[src/rtl/seg7_scan_decoder_if.sv]
`default_nettype none
// ============================================================================
//  Module   : seg7_scan_decoder_if
//  Brief    : Display-bus and result bundle for seg7_scan_decoder. The
//             SEG_DP_EN macro adds the dp_n / dp_out pair.
//  Revision : 1.0 - initial release
// ============================================================================
interface seg7_scan_decoder_if #(
    parameter int DIGITS = 4
);
    logic [6:0]          seg_n;
    logic [DIGITS-1:0]   an_n;
    logic [4*DIGITS-1:0] digits_out;
    logic [DIGITS-1:0]   digit_valid;
    logic [DIGITS-1:0]   blank;
    logic                frame_valid;
    logic                bad_pattern;
`ifdef SEG_DP_EN
    logic                dp_n;
    logic [DIGITS-1:0]   dp_out;

    modport master (
        output seg_n, an_n, dp_n,
        input  digits_out, digit_valid, blank, frame_valid, bad_pattern, dp_out
    );
    modport slave (
        input  seg_n, an_n, dp_n,
        output digits_out, digit_valid, blank, frame_valid, bad_pattern, dp_out
    );
`else
    modport master (
        output seg_n, an_n,
        input  digits_out, digit_valid, blank, frame_valid, bad_pattern
    );
    modport slave (
        input  seg_n, an_n,
        output digits_out, digit_valid, blank, frame_valid, bad_pattern
    );
`endif
endinterface
`default_nettype wire

[src/rtl/seg7_scan_decoder.sv]
`default_nettype none
// ============================================================================
//  Module   : seg7_scan_decoder
//  Brief    : Monitors a multiplexed active-low 7-segment bus, captures stable
//             patterns per digit and reports complete frames. Optional
//             decimal-point capture is enabled by defining SEG_DP_EN.
//  Revision : 1.0 - initial release
// ============================================================================
module seg7_scan_decoder #(
    parameter int DIGITS        = 4,
    parameter int STABLE_CYCLES = 8
) (
    input  logic                clk,
    input  logic                rst,
    seg7_scan_decoder_if.slave  bus
);
    localparam int c_cnt_w = (STABLE_CYCLES < 2) ? 1 : $clog2(STABLE_CYCLES + 1);
    localparam logic [c_cnt_w-1:0] c_fire = c_cnt_w'(STABLE_CYCLES - 1);
    localparam logic [c_cnt_w-1:0] c_sat  = c_cnt_w'(STABLE_CYCLES);
`ifdef SEG_DP_EN
    localparam int c_pins_w = 8 + DIGITS;
`else
    localparam int c_pins_w = 7 + DIGITS;
`endif

    logic [c_pins_w-1:0] w_pins;
    logic [c_pins_w-1:0] r_s_q;
    logic [c_cnt_w-1:0]  r_cnt;
    logic [4*DIGITS-1:0] r_digits;
    logic [DIGITS-1:0]   r_dv;
    logic [DIGITS-1:0]   r_blank;
    logic                r_frame;
    logic                r_bad;

    logic [DIGITS-1:0]   w_an;
    logic                w_onehot;
    logic                w_same;
    logic                w_cap;
    logic                w_good;
    logic [3:0]          w_nib;
    logic                w_match;
    logic                w_blank;
    logic [DIGITS-1:0]   w_set;
    logic [DIGITS-1:0]   w_dv_next;
    logic                w_frame;

`ifdef SEG_DP_EN
    logic [DIGITS-1:0]   r_dp;
    assign w_pins     = {bus.dp_n, bus.seg_n, bus.an_n};
    assign bus.dp_out = r_dp;
`else
    assign w_pins     = {bus.seg_n, bus.an_n};
`endif

    assign w_an     = ~bus.an_n;
    assign w_onehot = (w_an != '0) && ((w_an & (w_an - DIGITS'(1))) == '0);
    assign w_same   = (w_pins == r_s_q);
    assign w_cap    = w_same && (r_cnt == c_fire) && w_onehot;
    assign w_blank  = (bus.seg_n == 7'b1111111);

    always_comb begin
        w_nib   = 4'h0;
        w_match = 1'b1;
        case (bus.seg_n)
            7'b1000000: w_nib = 4'h0;
            7'b1111001: w_nib = 4'h1;
            7'b0100100: w_nib = 4'h2;
            7'b0110000: w_nib = 4'h3;
            7'b0011001: w_nib = 4'h4;
            7'b0010010: w_nib = 4'h5;
            7'b0000010: w_nib = 4'h6;
            7'b1111000: w_nib = 4'h7;
            7'b0000000: w_nib = 4'h8;
            7'b0010000: w_nib = 4'h9;
            7'b0001000: w_nib = 4'hA;
            7'b0000011: w_nib = 4'hB;
            7'b1000110: w_nib = 4'hC;
            7'b0100001: w_nib = 4'hD;
            7'b0000110: w_nib = 4'hE;
            7'b0001110: w_nib = 4'hF;
            default:    w_match = 1'b0;
        endcase
    end

    // The frame pulse clears digit_valid one edge later; a fresh capture on
    // that same edge still survives the clear.
    assign w_good    = w_cap && (w_match || w_blank);
    assign w_set     = w_good ? w_an : '0;
    assign w_dv_next = (r_frame ? '0 : r_dv) | w_set;
    assign w_frame   = w_good && (&w_dv_next);

    always_ff @(posedge clk) begin
        if (rst) begin
            r_s_q   <= '1;
            r_cnt   <= '0;
            r_dv    <= '0;
            r_frame <= 1'b0;
            r_bad   <= 1'b0;
        end else begin
            r_s_q   <= w_pins;
            if (!w_same) begin
                r_cnt <= '0;
            end else if (r_cnt != c_sat) begin
                r_cnt <= r_cnt + c_cnt_w'(1);
            end
            r_dv    <= w_dv_next;
            r_frame <= w_frame;
            r_bad   <= w_cap && !w_match && !w_blank;
        end
    end

    always_ff @(posedge clk) begin
        if (rst) begin
            r_digits <= '0;
            r_blank  <= '0;
`ifdef SEG_DP_EN
            r_dp     <= '0;
`endif
        end else begin
            for (int i = 0; i < DIGITS; i++) begin
                if (w_set[i]) begin
                    r_digits[4*i +: 4] <= w_blank ? 4'h0 : w_nib;
                    r_blank[i]         <= w_blank;
`ifdef SEG_DP_EN
                    r_dp[i]            <= ~bus.dp_n;
`endif
                end
            end
        end
    end

    assign bus.digits_out  = r_digits;
    assign bus.digit_valid = r_dv;
    assign bus.blank       = r_blank;
    assign bus.frame_valid = r_frame;
    assign bus.bad_pattern = r_bad;

endmodule
`default_nettype wire

[src/flat_wrapper.sv]
// flat-port wrapper written by rule: the top's interface ports become plain ports
module seg7_scan_decoder_flat 
#(
    parameter int DIGITS        = 4,
    parameter int STABLE_CYCLES = 8
)
  (clk, rst, bus_seg_n, bus_an_n, bus_digits_out, bus_digit_valid, bus_blank, bus_frame_valid, bus_bad_pattern);
  seg7_scan_decoder_if #(.DIGITS(DIGITS)) bus_i ();
  input  logic clk;
  input  logic rst;
  input wire logic [$bits(bus_i.seg_n)-1:0] bus_seg_n;
  input wire logic [$bits(bus_i.an_n)-1:0] bus_an_n;
  output wire logic [$bits(bus_i.digits_out)-1:0] bus_digits_out;
  output wire logic [$bits(bus_i.digit_valid)-1:0] bus_digit_valid;
  output wire logic [$bits(bus_i.blank)-1:0] bus_blank;
  output wire logic [$bits(bus_i.frame_valid)-1:0] bus_frame_valid;
  output wire logic [$bits(bus_i.bad_pattern)-1:0] bus_bad_pattern;
  assign bus_i.seg_n = bus_seg_n;
  assign bus_i.an_n = bus_an_n;
  assign bus_digits_out = bus_i.digits_out;
  assign bus_digit_valid = bus_i.digit_valid;
  assign bus_blank = bus_i.blank;
  assign bus_frame_valid = bus_i.frame_valid;
  assign bus_bad_pattern = bus_i.bad_pattern;
  seg7_scan_decoder #(.DIGITS(DIGITS), .STABLE_CYCLES(STABLE_CYCLES)) u_core (.clk(clk), .rst(rst), .bus(bus_i));
endmodule
[config.mk]
export PLATFORM = sky130hd
export DESIGN_NAME = seg7_scan_decoder_flat
export DESIGN_NICKNAME = d
export VERILOG_FILES = /design/src/rtl/seg7_scan_decoder_if.sv /design/src/rtl/seg7_scan_decoder.sv /design/src/flat_wrapper.sv
export SDC_FILE = /design/constraint.sdc
export NUM_CORES = 1
export LEC_CHECK = 0
export CORE_UTILIZATION = 54
export CTS_BUF_LIST = sky130_fd_sc_hd__clkbuf_8
export CTS_CLUSTER_SIZE = 25
export DETAILED_ROUTE_END_ITERATION = 10
export PLACE_DENSITY = 0.82
export SLEW_MARGIN = 10
export SYNTH_ARGS = -nofsm -noshare
export SYNTH_HDL_FRONTEND = slang
export SYNTH_SLANG_ARGS = --single-unit
[constraint.sdc]
create_clock -name clk -period 2.33 [get_ports clk]
set_input_delay 0.233 -clock clk [delete_from_list [all_inputs] [get_ports clk]]
set_output_delay 0.233 -clock clk [all_outputs]
set_load 0.1 [all_outputs]
==> results of run 1 <==
[final timing paths]
kind	from	endpoint	slack, ns	cells past startpoint
max	bus_seg_n[0]	u_core.bus.digit_valid[2]	0.19	8
min	u_core.bus.digits_out[0]	u_core.bus.digits_out[0]	0.48	2
min reg2reg	u_core.bus.digits_out[0]	u_core.bus.digits_out[0]	0.48	2
max reg2reg	u_core.r_cnt[0]	u_core.bus.digit_valid[2]	0.40	5
[final cells by class]
cell class	instances	area, um^2
multi-input cells	158	1279
well taps	48	60.06
inverters	2	7.507
flip-flops and latches	41	820.8
clock buffers	5	68.82
clock inverters	3	65.06
fillers	274	849.6
repair buffers	72	620.6
[Yosys cell counts, types with 2 or more instances]
| library cell | n |
|---|---|
| dfxtp_1 | 41 |
| nand2b_1 | 27 |
| mux2i_1 | 21 |
| or2_2 | 13 |
| xnor2_1 | 11 |
| nand2_1 | 9 |
| nor2_1 | 7 |
| a21oi_1 | 6 |
| buf_2 | 6 |
| clkbuf_1 | 5 |
| nand4_1 | 5 |
| buf_6 | 4 |
| nor3_1 | 4 |
| o311ai_4 | 4 |
| xor2_1 | 4 |
| nand3_1 | 3 |
| nand3b_1 | 3 |
| nor3b_1 | 3 |
| nor4_1 | 3 |
| or4_1 | 3 |
| a211oi_1 | 2 |
| and4b_1 | 2 |
| ha_1 | 2 |
| inv_1 | 2 |
| nor2b_1 | 2 |
| nor4b_1 | 2 |
| o21bai_1 | 2 |
| xnor2_2 | 2 |
[layer usage]
metal / share of wire (%) / GRT usage [%] / wire length (um)
met4: 0.40 / 3.804 / 19
met1: 45 / 30.34 / 2165
met2: 50 / 40.69 / 2400
met5: 0 / 0 / 0
met3: 3.8 / 7.586 / 179
[flip-flops by register name (all words and copies together), names as in the netlist]
name,count
u_core.bus.digit_valid,4
u_core.bus.frame_valid,1
u_core.r_cnt,4
u_core.bus.bad_pattern,1
u_core.bus.blank,4
u_core.r_s_q,11
u_core.bus.digits_out,16
[where the power goes]
group          leakage, nW  total (W)  switching (W)  internal, W
Combinational        0.858   0.000186      0.0000906    0.0000958
Clock               0.0681   0.000665       0.000239     0.000425
Sequential           0.333   0.000715     0.00000513     0.000710
[stage by stage]
stage / setup slack (ns) / std cells / TNS, ns / instance area, um^2 / hold slack, ns
after floorplan: 0.5461 / 216 / 0 / 2201 / 0.3396
after global placement: -0.04938 / 321 / -0.5277 / 2788 / 0.4594
after detailed placement: -0.1199 / 321 / -1.094 / 2788 / 0.4693
after CTS: 0.1864 / 329 / 0 / 2922 / 0.4872
after global routing: 0.02294 / 329 / 0 / 2922 / 0.5021
final: 0.1870 / 329 / 0 / 2922 / 0.4815
[kinds of logic (layout without fill, tap and decap cells)]
logic type                 Yosys count  count (layout)  share of synthesized area [%]
adders and majority gates            2               2                          1.137
muxes                               22              22                          10.06
DFF                                 41              41                          37.29
and+or+nand+nor                     93              93                          27.40
AOI/OAI and AO/OA                   24              24                          12.05
xor gates and xnor gates            17              17                          7.447
buffers and inverters               17              82                          4.605
[critical path, stage by stage]
cell             delay, ns
clkdlybuf4s50_1       0.42
buf_4                 0.17
nor4b_1               0.56
a32oi_4               0.23
nand4_4               0.22
nor3_1                0.10
buf_4                 0.17
o31ai_1               0.24
==> flow_summary.json, run 1 <==
{
  "status": "finished clean",
  "avgSynthCellArea_um2": 10.19,
  "powerDensity_nw_per_um2": 536.2,
  "setup_violations": 0,
  "yosys.area.top_type": "dfxtp_1",
  "post_drt_wl_per_cell_um": 14.48,
  "grt_usage_pct": 24.12,
  "root_buffer": "clkbuf_8",
  "h-tree-depth": 2,
  "critPathCaptureType": "flop",
  "leakagePower_nw": 1.260,
  "rows": 22,
  "fin_crit_sh_pct": 91.97,
  "fin_util_pct": 77.47,
  "cap_violations": 0,
  "via_per_inst": 5.365,
  "nets": 295,
  "synth_top_area_share_pct": 37.29,
  "worst_slew_pin_slew_ns": 0.5924,
  "drc_errors": 0,
  "ys_seq_elements": 41,
  "layout_commonest_cell": "buf_4",
  "holdBufCountCts": 0,
  "period_needed_ns": 2.143,
  "clock_latency_ns": 0.29,
  "critical_path_arrival_ns": 2.35,
  "cts_tree": "built",
  "drive_above_1_share_pct": 33.81,
  "cts_buffer_depth": 2,
  "dr.pass1.iters": 4,
  "synth.distinct_cells": 46,
  "port_buffers": 38,
  "dp.final_hpwl_um": 3596,
  "num_vias": 1765,
  "hp-class": "reg -> reg",
  "dieArea_um2": 4335,
  "synth_edf_count": 0,
  "synth_area_leaders": "dfxtp_1 37%, mux2i_1 9.6%, nand2b_1 7.7%, o311ai_4 4.8%, xnor2_1 4.4%",
  "synthArstFlopShare_pct": 0,
  "relSlewSlack_pct": 59.95,
  "initial_core_util_pct": 58.36,
  "power_w": 0.001566,
  "cts_made_buffers": 5,
  "path_clk_slew_ns": 0.08,
  "antenna_found_initial": 0,
  "detail-route-antenna-nets": 0,
  "critPathLaunchType": "input port",
  "grt_setup_unrepaired": "no",
  "core-area_um2": 3771,
  "syn_area_um2": 2201,
  "crit_type": "in -> reg",
  "cts_sinks": 41,
  "grt_pass1_vias": 1749,
  "finalHoldViolCount": 0,
  "postCtsSetupRepairBufs": 0,
  "io_pins": 39,
  "drv_slew": 0,
  "syn_inst": 216,
  "num_antenna_cells": 0,
  "dieWidth_um": 65.84,
  "synth_ff_type": "dfxtp_1",
  "synth-seq-area-share_pct": 37.29,
  "worstPathRequired_ns": 2.53,
  "worst-path-max-fanout": 9,
  "mostFrequentLayoutCells": "56 x buf_4, 41 x dfxtp_1, 27 x nand2b_1",
  "grt_max_degree": 25,
  "ys_warn_count": 0,
  "wirelength_um": 4765,
  "grt_pass1_wl_um": 7948,
  "ir_worst_vdd_mv": 0.5628,
  "syn-num-nets": 231,
  "syn_to_final_growth_pct": 32.75,
  "gp_congestion": 0.8327,
  "fmax_ghz": 0.4666,
  "drt_iter0_markers": 52,
  "overflow": 0,
  "final.setup_skew_ns": 0.004174,
  "cts_resized": 0,
  "die_y_um": 65.84
}
(Power assumes the default switching activity.)
==> inputs of run 2 (changes only) <==
--- a/config.mk
+++ b/config.mk
@@ -5,11 +5,13 @@
 export SDC_FILE = /design/constraint.sdc
 export NUM_CORES = 1
 export LEC_CHECK = 0
+export CORE_ASPECT_RATIO = 1.4
 export CORE_UTILIZATION = 54
 export CTS_BUF_LIST = sky130_fd_sc_hd__clkbuf_8
 export CTS_CLUSTER_SIZE = 25
 export DETAILED_ROUTE_END_ITERATION = 10
 export PLACE_DENSITY = 0.82
+export SKIP_LAST_GASP = 1
 export SLEW_MARGIN = 10
 export SYNTH_ARGS = -nofsm -noshare
 export SYNTH_HDL_FRONTEND = slang
==> run 2 against run 1 <==
Effect of this change: largest power group unchanged; via count rose by 0.85%; first-iteration DRC count fell by 31%; highest routed layer unchanged; critical endpoint unchanged; die area barely moved; largest cell class unchanged; critical path type unchanged; design area fell by 2.4%.
==> flow_summary.json, run 2 (synthesized netlist as in run 1, its figures left out) <==
{
  "leakagePower_nw": 1.227,
  "final_area_um2": 2850,
  "postCtsSetupRepairBufs": 0,
  "worst-path-max-fanout": 8,
  "drv_slew": 0,
  "antenna_found_initial": 0,
  "grt_pass1_vias": 1825,
  "drive_above_1_share_pct": 34.04,
  "reg2reg_depth": 5,
  "grt_pass1_wl_um": 8328,
  "detail-route-antenna-nets": 0,
  "h-tree-depth": 2,
  "clock_latency_ns": 0.30,
  "cts_made_buffers": 5,
  "dp.final_hpwl_um": 3619,
  "drt_iter0_markers": 36,
  "critPathLaunchType": "input port",
  "post_drt_wl_per_cell_um": 14.94,
  "fin_cells": 325,
  "finalHoldViolCount": 0,
  "hold_end": "u_core.bus.digits_out[6]",
  "powerDensity_nw_per_um2": 475.9,
  "relSlewSlack_pct": 59.47,
  "syn_to_final_growth_pct": 29.51,
  "nets": 296,
  "layout_commonest_cell": "buf_4",
  "largest_reg_flops": 16,
  "gp_congestion": 0.7983,
  "holdWs_ns": 0.4838,
  "placed_area_um2": 2764,
  "crit_type": "in -> reg",
  "cts_resized": 0,
  "fmax_ghz": 0.4784,
  "status": "finished clean",
  "grt_max_degree": 25,
  "r2r_slack_ns": 0.48,
  "whs_path_depth": 2,
  "grt_setup_unrepaired": "no",
  "die_y_um": 77.54,
  "dpl_worst_slack_ns": -0.05810,
  "port_buffers": 38,
  "rows": 27,
  "overflow": 0,
  "worstPathRequired_ns": 2.54,
  "core-area_um2": 3919,
  "root_buffer": "clkbuf_8",
  "via_per_inst": 5.477,
  "fin_crit_sh_pct": 89.71,
  "initial_core_util_pct": 56.16,
  "critical_path_arrival_ns": 2.30,
  "period_needed_ns": 2.090,
  "num_antenna_cells": 0,
  "hp-class": "reg -> reg",
  "cap_violations": 0,
  "setup_violations": 0,
  "final.setup_skew_ns": 0.01043,
  "ir_worst_vdd_mv": 0.4185,
  "cts_buffer_depth": 2,
  "critPathCaptureType": "flop",
  "dieArea_um2": 4338,
  "grt_usage_pct": 24.55,
  "worst_slew_pin_slew_ns": 0.5996,
  "dieWidth_um": 55.96,
  "cts_tree": "built",
  "reg2reg_to": "u_core.bus.digit_valid[2]",
  "dp.cells": 317,
  "cts_sinks": 41,
  "r2r-start": "u_core.r_cnt[0]",
  "wirelength_um": 4855,
  "mostFrequentLayoutCells": "59 x buf_4, 41 x dfxtp_1, 27 x nand2b_1",
  "io_pins": 39,
  "drc_errors": 0,
  "path_clk_slew_ns": 0.08,
  "worst_slack_ns": 0.2397,
  "dr.pass1.iters": 4,
  "min_from": "u_core.bus.digits_out[6]",
  "holdBufCountCts": 0,
  "num_vias": 1780
}
-- run 2: cell count changes in the layout (fill, tap and decap cells not counted), sizes merged --
cell and change:
clkinvlp +1, bufinv -2, buf +1, clkinv +1
-- run 2: worst max-delay path, cell delays in order --
cell and delay [ns]:
clkdlybuf4s50_1 0.52, buf_4 0.22, nor4_1 0.30, a32o_1 0.53, nor3_1 0.12, buf_4 0.16, o31ai_1 0.22
-- run 2: worst max path at each step --
stage / start / to / slack, ns / depth (start not counted)
2_1_floorplan: bus_seg_n[0] / u_core.bus.blank[3] / 0.55 / 6
3_3_place_gp: bus_seg_n[0] / u_core.bus.digit_valid[2] / -0.009 / 7
3_5_place_dp: bus_seg_n[0] / u_core.bus.blank[3] / -0.06 / 8
4_1_cts: bus_seg_n[0] / u_core.bus.digits_out[2] / 0.24 / 8
5_1_grt: bus_seg_n[0] / u_core.bus.digits_out[2] / 0.12 / 8
6_report: bus_seg_n[0] / u_core.bus.digit_valid[2] / 0.24 / 7
-- run 2: power by group --
part,internal [W],leakage (nW),switching (W)
Clock,0.000207,0.0439,0.000252
Sequential,0.000710,0.333,0.00000474
Combinational,0.0000920,0.849,0.0000901
Total,0.00101,1.23,0.000347
-- run 2: per-layer routing --
layer,wire (um),up-vias,GRT usage (%)
met2,2606,32,45.66
met3,137,12,4.667
met4,141,0,11.22
li1,-,892,-
met5,0,-,0
met1,1970,844,26.39
-- run 2: layout make-up --
| type | instances | area [um^2] |
|---|---|---|
| multi-input combinational | 158 | 1279 |
| sequential | 41 | 820.8 |
| timing repair buffer | 73 | 603.1 |
| fill | 295 | 1069 |
| clock inverter | 3 | 17.52 |
| clock buffer | 5 | 68.82 |
| inverter | 2 | 7.507 |
| tap | 43 | 53.80 |
-- run 2: per-stage QoR --
stage	TNS (ns)	utilization, %	total power (W)
global route	0	72.73	0.001413
finish	0	72.73	0.001356
floorplan	0	-	0.0008443
detailed placement	-0.7852	70.53	0.0009127
CTS	0	72.73	0.001363
global placement	-0.01618	70.53	0.0009099
